[config.mk]
export PLATFORM = sky130hd
export DESIGN_NAME = spi_mstr
export DESIGN_NICKNAME = d
export VERILOG_FILES = /design/src/rtl/spi_pkg.sv /design/src/rtl/spi_mstr.sv
export SDC_FILE = /design/constraint.sdc
export NUM_CORES = 1
export LEC_CHECK = 0
export CAP_MARGIN = 20
export CORE_UTILIZATION = 42
export CTS_CLUSTER_DIAMETER = 50
export DETAILED_ROUTE_END_ITERATION = 16
export GPL_ROUTABILITY_DRIVEN = 0
export PLACE_DENSITY = 0.74
export SYNTH_ARGS = -nofsm -noshare
export SYNTH_HDL_FRONTEND = slang
export SYNTH_SLANG_ARGS = --single-unit
[constraint.sdc]
create_clock -name clk -period 1.7 [get_ports clk]
set_input_delay 0.255 -clock clk [delete_from_list [all_inputs] [get_ports clk]]
set_output_delay 0.255 -clock clk [all_outputs]
set_load 0.01 [all_outputs]
[src/rtl/spi_pkg.sv]
// Shared types and constants for the SPI master.
package spi_pkg;

    typedef enum logic [1:0] {
        IDLE     = 2'd0,
        SHIFT    = 2'd1,
        BCK_PRCH = 2'd2
    } spi_mstr_state_t;

    localparam int unsigned          SCLK_DIV_W  = 5;
    localparam logic [SCLK_DIV_W-1:0] SCLK_PRESET = 5'b10111;
    localparam int unsigned          SPI_BITS    = 16;

endpackage

[src/rtl/spi_mstr.sv]
// 16-bit SPI master: SCLK idles high, data shifts out MSB first and MISO is
// captured on every SCLK fall; SS_n is held for a back porch after the last bit.
module spi_mstr
    import spi_pkg::*;
(
    input  logic        clk,
    input  logic        rst,
    input  logic        wrt,
    input  logic [15:0] cmd,
    input  logic        MISO,
    output logic        SS_n,
    output logic        SCLK,
    output logic        MOSI,
    output logic        done,
    output logic [15:0] rd_data
);

    spi_mstr_state_t         state, state_nxt;
    logic [SCLK_DIV_W-1:0]   sclk_div;
    logic [4:0]              bit_cnt;
    logic [SPI_BITS-1:0]     shft_reg;
    logic                    load, shift, finish, fall;

    // The divider wrapping 31->0 is the edge on which SCLK falls.
    assign fall = (sclk_div == '1);

    always_ff @(posedge clk or posedge rst) begin
        if (rst) begin
            state <= IDLE;
        end else begin
            state <= state_nxt;
        end
    end

    always_comb begin
        state_nxt = state;
        load      = 1'b0;
        shift     = 1'b0;
        finish    = 1'b0;
        unique case (state)
            IDLE: begin
                if (wrt) begin
                    load      = 1'b1;
                    state_nxt = SHIFT;
                end
            end
            SHIFT: begin
                if (fall) begin
                    shift = 1'b1;
                    if (bit_cnt == 5'(SPI_BITS - 1)) begin
                        state_nxt = BCK_PRCH;
                    end
                end
            end
            BCK_PRCH: begin
                if (sclk_div == 5'd15) begin
                    finish    = 1'b1;
                    state_nxt = IDLE;
                end
            end
            default: state_nxt = IDLE;
        endcase
    end

    always_ff @(posedge clk or posedge rst) begin
        if (rst) begin
            sclk_div <= '0;
            bit_cnt  <= '0;
            shft_reg <= '0;
            SS_n     <= 1'b1;
            done     <= 1'b0;
        end else if (load) begin
            shft_reg <= cmd;
            sclk_div <= SCLK_PRESET;
            bit_cnt  <= '0;
            SS_n     <= 1'b0;
            done     <= 1'b0;
        end else begin
            if (state != IDLE) begin
                sclk_div <= sclk_div + 5'd1;
            end
            if (shift) begin
                shft_reg <= {shft_reg[SPI_BITS-2:0], MISO};
                bit_cnt  <= bit_cnt + 5'd1;
            end
            if (finish) begin
                SS_n <= 1'b1;
                done <= 1'b1;
            end
        end
    end

    assign SCLK    = (state == IDLE) ? 1'b1 : sclk_div[SCLK_DIV_W-1];
    assign MOSI    = shft_reg[SPI_BITS-1];
    assign rd_data = shft_reg;

endmodule

==> results <==
per-stage QoR:
step	cells	instance area, sq um	TNS (ns)
detailed placement	214	1960	-0.932
CTS	223	2040	-1.12
floorplan	125	1470	-0.752
global route	225	2060	-2.87
global placement	214	1960	-0.173
finish	225	2060	-1.02
kinds of logic after synthesis:
kind of cell,synth area share [%]
adders and majority gates,4.32
muxes,0.778
buffers and inverters,5.27
and+or+nand+nor,12.2
xor gates and xnor gates,0.605
DFF,51.9
AOI/OAI and AO/OA,24.9
cells in the mapped netlist, drive strengths merged (2+ instances only):
master,number
dfrtp,29
a21o,17
a22o,17
nor2,11
buf,7
a21oi,6
ha,5
o21ai,4
inv,3
nand3,3
and3,2
nand2,2
nor3,2
or3,2
power groups by stage:
stage / sequential [mW] / clock (mW) / combinational [mW]
final: 1.20 / 0.551 / 1.01
after global routing: 1.23 / 0.606 / 1.11
after CTS: 1.20 / 0.564 / 1.02
after detailed placement: 1.21 / 0 / 1.02
after global placement: 1.20 / 0 / 0.991
after floorplan: 1.25 / 0 / 0.426
repair_timing:
action | 4_1_cts | 5_1_grt
gates resized for setup | 3 | 1
pin swaps | 0 | 3
setup buffers | 1 | 2
hold buffers | 0 | 0
hold endpoints to repair | 0 | 0
setup endpoints to repair | 17 | 21
layer usage:
layer  vias to the layer above  wire [microns]  track usage (%)
li1                        570               -                -
met2                        30            1570             32.7
met1                       560            1320             22.3
met5                         -               0                0
met3                         5             141             7.25
met4                         0              34             6.49
registers in the layout, indices dropped and copies added (netlist names):
register	flops
SS_n	1
bit_cnt	5
done	1
rd_data	16
sclk_div	5
state	2
layout make-up:
class                   count  share of cell area (%)
clock inverters             1                    1.46
well taps                  44                    2.67
repair buffers             55                    25.6
clock buffers               7                    2.18
flip-flops and latches     30                    36.5
multi-input cells          85                    31.0
inverters                   3                   0.546
cells in the final DEF (no fill, tap or decap), drive strengths merged, types with 2 or more instances in the layout:
cell type / instances
clkdlybuf4s50: 37
dfrtp: 29
a21o: 17
a22o: 17
buf: 16
nor2: 11
clkbuf: 7
a21oi: 6
ha: 5
o21ai: 4
nand3: 3
inv: 3
or3: 2
nand2: 2
nor3: 2
and3: 2
worst max path at each step:
stage                         endpoint  slack [ns]
2_1_floorplan   rd_data[0]$_DFFE_PP0P_       -0.09
3_3_place_gp   rd_data[13]$_DFFE_PP0P_       -0.02
3_5_place_dp    rd_data[6]$_DFFE_PP0P_       -0.08
4_1_cts        rd_data[11]$_DFFE_PP0P_       -0.08
5_1_grt        rd_data[14]$_DFFE_PP0P_       -0.18
6_report       rd_data[11]$_DFFE_PP0P_       -0.07
tightest hold or removal path, delay by kind of cell:
| kind | cells | cell delay (ns) |
|---|---|---|
| buffers and inverters | 3 | 0.80 |
==> out/qor.csv <==
metric;value;unit
min-delay-path-class;primary input to asynchronous set/reset pin;
clk_root_buffer_cell;clkbuf_4;
critPathMaxFanout;19;
dr.first_iter.drc_count;23;
crit_path_start;sclk_div[1]$_DFFE_PP0P_;
drt_pre_antenna_iters;4;
mappedNetlistNets;150;
worstSetupPathType;flip-flop to flip-flop;
flop2flop_setup_slack;-0.07;ns
synth_seq_cells;30;
area_growth;42.4;%
synth_top_cells_by_area;dfrtp_1 50%, a22o_1 10%, a21o_1 8.8%;
io_buffers;39;
timing.final.crit_period;1.77;ns
groute.usage.overall;19.2;%
setup-violations-final;17;
wire_length_of_the_first_global_routing_pass;5070;microns
synthCells;125;
grt_start_max_net_pins;31;
synth.yosys.seq_area_share;51.9;%
cts_max_path_buffers;2;
timing.clock.skew;0.00335;ns
cell_accounting_for_the_most_synthesized_area;dfrtp_1;
drcViolationCount;0;
wl_per_cell;13.6;microns
sw_share;30.3;%
die-height;60.7;microns
synth-main-ff-cell;dfrtp_1;
post_route_cells_drive_above_1_share;17.1;%
cts-htree-levels;2;
fin_total_pwr;2.76;mW
wl;3060;microns
distinct_cell_type_count_after_synthesis;32;
sequentialPowerShare;43.4;%
pre_cts_worst_setup_slack;-0.0767;ns
clk_pin_slew;0.09;ns
critical_path_depth;7;
power_switching;836;uW
placeableCoreArea;3150;sq um
p_leak;1.02;nW
max_freq;564;MHz
maxCapViolCount;0;
asyncSetResetFlopFracSynth;100;%
synth_top_area_share;50.1;%
worst-slew-pin-transition;0.372;ns
globalRoute.totalOverflow;0;
failing_checks;negative setup slack;
share_of_the_core_filled_with_cells;65.4;%
worst_path_dominant_cell_family;flip-flops;
critPathMaxStageDelay;0.39;ns
io-pin-count;40;
num-nets-final;205;
synth.yosys.warnings;0;
timing.critical_path.from_type;flip-flop;
worst-endpoint-required;1.92;ns
hold_ws;0.309;ns
die_x;60.7;microns
p_per_area;1340;nW/um^2
peakVddDrop;0.000721;V
area_of_the_multi_input_gates;639;sq um
hpwl_dp;2260;microns
cts_inserted_buffers;5;
numClockSinks;30;
count_of_antenna_violating_nets_left_after_detailed_routing;0;
routed-via-count;1165;
finalHoldViolCount;0;
vias_per_cell;5.18;
synth-edff-count;0;
regToRegEndpoint;rd_data[11]$_DFFE_PP0P_;
cp_slowest_cell;dfrtp_1;
synth_area;1450;sq um
clock_power_share;20.0;%
final_cycle_utilization_of_the_critical_path;104;%
cp.arrival;2.00;ns
worstPathCellList;ha_2 -> and3_4 -> ha_4 -> and3b_1 -> buf_12 -> a22o_1 -> a21o_1;
comb_power_share;36.6;%
worst_skew_pair.late_latency;0.33;ns
post_synth.cell_area_avg;11.6;sq um
insertedDiodeCount;0;
tritoncts;yes;
path_buf_inv;1;
setup_slack;-0.0719;ns
cp-end-kind;flip-flop;
crit-reg2reg-launch;sclk_div[1]$_DFFE_PP0P_;
nFillCells;279;
timing.slew.headroom;75.2;%
grt_setup_unrepaired;true;
status;finished with violations;
worstRegToRegCells;7;
core.rowCount;20;
antenna_found_initial;0;
initial_cell_density_of_the_core;45.9;%
layout.area.seq;753;sq um
cell_int_power;1.92;mW
number_of_global_route_vias_before_repair;1213;
die_area;3690;sq um
timing.final.max_slew_violations;0;
(Power assumes the default switching activity.)
==> variant: new RTL, config.mk and constraints unchanged <==
`SCLK_DIV_W`: 5 -> 7.
--- a/src/rtl/spi_pkg.sv
+++ b/src/rtl/spi_pkg.sv
@@ -7,7 +7,7 @@
         BCK_PRCH = 2'd2
     } spi_mstr_state_t;
 
-    localparam int unsigned          SCLK_DIV_W  = 5;
+    localparam int unsigned          SCLK_DIV_W  = 7;
     localparam logic [SCLK_DIV_W-1:0] SCLK_PRESET = 5'b10111;
     localparam int unsigned          SPI_BITS    = 16;
 
Behaviour: not the same (Yosys sat finds a counterexample within 4 cycles, from zero or initial values and one cycle with rst high).
==> variant against the original RTL <==
  * Utilization fell by 6.2 points
  * First-iteration DRC count rose to 3.1 times the old value
  * Count of clock-buffer cells in the layout rose by 1
  * Area after synthesis rose by 11%
  * Non-clock buffer count fell by 2
  * Setup slack improved by 0.14 ns
  * Cell count rose by 7.1%
  * Largest power group unchanged
  * Largest cell class unchanged
  * Synthesized cell count rose by 14%
  * Sequential cell count rose by 2
  * Wire length rose by 15%
  * Cell area rose by 5.0%
  * Power rose by 6.0%
==> variant: results (changes against the original RTL) <==
Status
Outcome: completed (was complete, but fails checks).

Finish
The number of flip-flops in the largest register is 16 (unchanged). The fraction of final layout cells with drive strength greater than 1 is 20.2% (was 17.1%). The fill cell total of the finished layout is 309 (was 279). The net count of the finished layout is 215 (was 205).

Synthesis
The number of distinct library cell variants in the gate-level netlist after synthesis is 40 (was 32). The xor and xnor area share after synthesis was 0.543% (was 0.605%). The synthesized-area fraction occupied by adder cells is 2.33% (was 4.32%). The register area share after synthesis was 49.8% (was 51.9%). Most area-consuming cells after synthesis: sky130_fd_sc_hd__dfrtp_1, sky130_fd_sc_hd__a221o_1, sky130_fd_sc_hd__and3_2 (was sky130_fd_sc_hd__dfrtp_1, sky130_fd_sc_hd__a22o_1, sky130_fd_sc_hd__a21o_1). Synth top cells by count: sky130_fd_sc_hd__dfrtp_1, sky130_fd_sc_hd__a221o_1, sky130_fd_sc_hd__and3_2 (was sky130_fd_sc_hd__dfrtp_1, sky130_fd_sc_hd__a21o_1, sky130_fd_sc_hd__a22o_1).

The area fraction in compound gates after synthesis is 18.6% (was 24.9%). The number of instances in the synthesized netlist was 143 (was 125). The mux contribution to synthesized area was 1.94% (was 0.778%). The number of warnings reported in the yosys synthesis log came to 0 (unchanged).

Timing
The remaining max-slew budget at the tightest pin is 71.6% (was 75.2%).

Place
The worst setup slack after placement came to 0.0147 ns (was -0.0767 ns). The detailed-placement wirelength estimate is 2500 um (was 2260 um).

Global routing
The global routing met2 resource utilization was 32.8% (was 32.7%). The met1 demand-to-capacity share in global routing came to 25.3% (was 22.3%). The overall global routing resource usage came to 20.0% (was 19.2%).

The met3 demand-to-capacity share in global routing is 4.82% (was 7.25%). The pin count of the biggest net entering global routing came to 33 (was 31). The global-route wire length before repair is 6310 um (was 5070 um).

Worst setup path
The cell with the largest stage delay on the worst path is sky130_fd_sc_hd__dfrtp_1 (unchanged). The critical path data arrival time was 1.79 ns (was 2.00 ns). The largest fanout on the critical path is 6 (was 19). The cell class contributing the biggest share of worst-path delay is simple AND/OR/NAND/NOR gates (was flip-flops).

Clock tree
The clock latency on the worst-skew pair is 0.28 ns (was 0.33 ns). The clock root buffer is sky130_fd_sc_hd__clkbuf_8 (was sky130_fd_sc_hd__clkbuf_4). The clock-pin transition on the worst setup and hold timing paths is 0.06 ns (was 0.09 ns). The number of buffers on the longest clock path is 2 (unchanged).

Detailed routing
The routed wire length per instance was 14.6 um (was 13.6 um). The routed metal-1 wire length is 1590 um (was 1320 um). The detailed route wirelength on metal2 is 1690 um (was 1570 um).

The met3 wirelength from detailed routing is 209 um (was 141 um). The final wirelength is 3530 um (was 3060 um). The initial detailed-routing violation count is 72 (was 23). The number of vias in the routed layout came to 1361 (was 1165).

Power and ir drop
The maximum resistive drop on vdd came to 0.000718 V (was 0.000721 V). The leakage component of the power was 0.000966 uW (was 0.00102 uW).
[variant: cell types whose count changed after synthesis, sizes merged, moves of 3 or more]
cell	delta
nand3	+4
nor2	-4
and3	+13
a21o	-16
a31oi	+4
a221o	+14
a22o	-17
nand2	+8
nand4	+3
[variant: layout make-up]
class	count	area (um^2)	area share, %
Timing Repair Buffer	53	507	23.4
Inverter	3	11.3	0.520
Multi-Input combinational cell	97	706	32.6
Sequential cell	32	802	37.0
Clock buffer	8	80.1	3.70
Tap cell	48	60.1	2.77
[variant: power by group]
| group | switching [uW] | internal [uW] |
|---|---|---|
| Sequential | 224 | 1020 |
| Clock | 245 | 290 |
| Combinational | 461 | 690 |
| Total | 929 | 2000 |
[variant: worst paths after layout]
kind	slack [ns]	endpoint	cells after the start	startpoint
max	0.07	rd_data[2]	5	sclk_div[0]
min	0.38	state[0]	3	rst
max reg2reg	0.07	rd_data[2]	5	sclk_div[0]
min reg2reg	0.46	SS_n	2	SS_n
max in group asynchronous	0.99	SS_n	3	rst
min in group clk	0.46	SS_n	2	SS_n
[variant: what timing repair did]
item                                    4_1_cts  5_1_grt
endpoints found under the setup margin        1        0
gates resized for setup                       1        0
buffers inserted                              0        0
[variant: cell families after synthesis]
logic type | Yosys count
compound gates | 37
xor+xnor | 1
fa+ha+maj | 3
buf+inv | 14
flops | 32
mux | 3
simple gates | 53
[variant: through the flow]
stage	hold slack, ns	utilization (%)	area [um^2]	power (uW)
2_1_floorplan	0.370	-	1610	1790
3_3_place_gp	0.454	57.0	2090	2370
3_5_place_dp	0.452	57.0	2090	2410
4_1_cts	0.385	59.2	2170	2970
5_1_grt	0.428	59.2	2170	3140
6_report	0.378	59.2	2170	2930
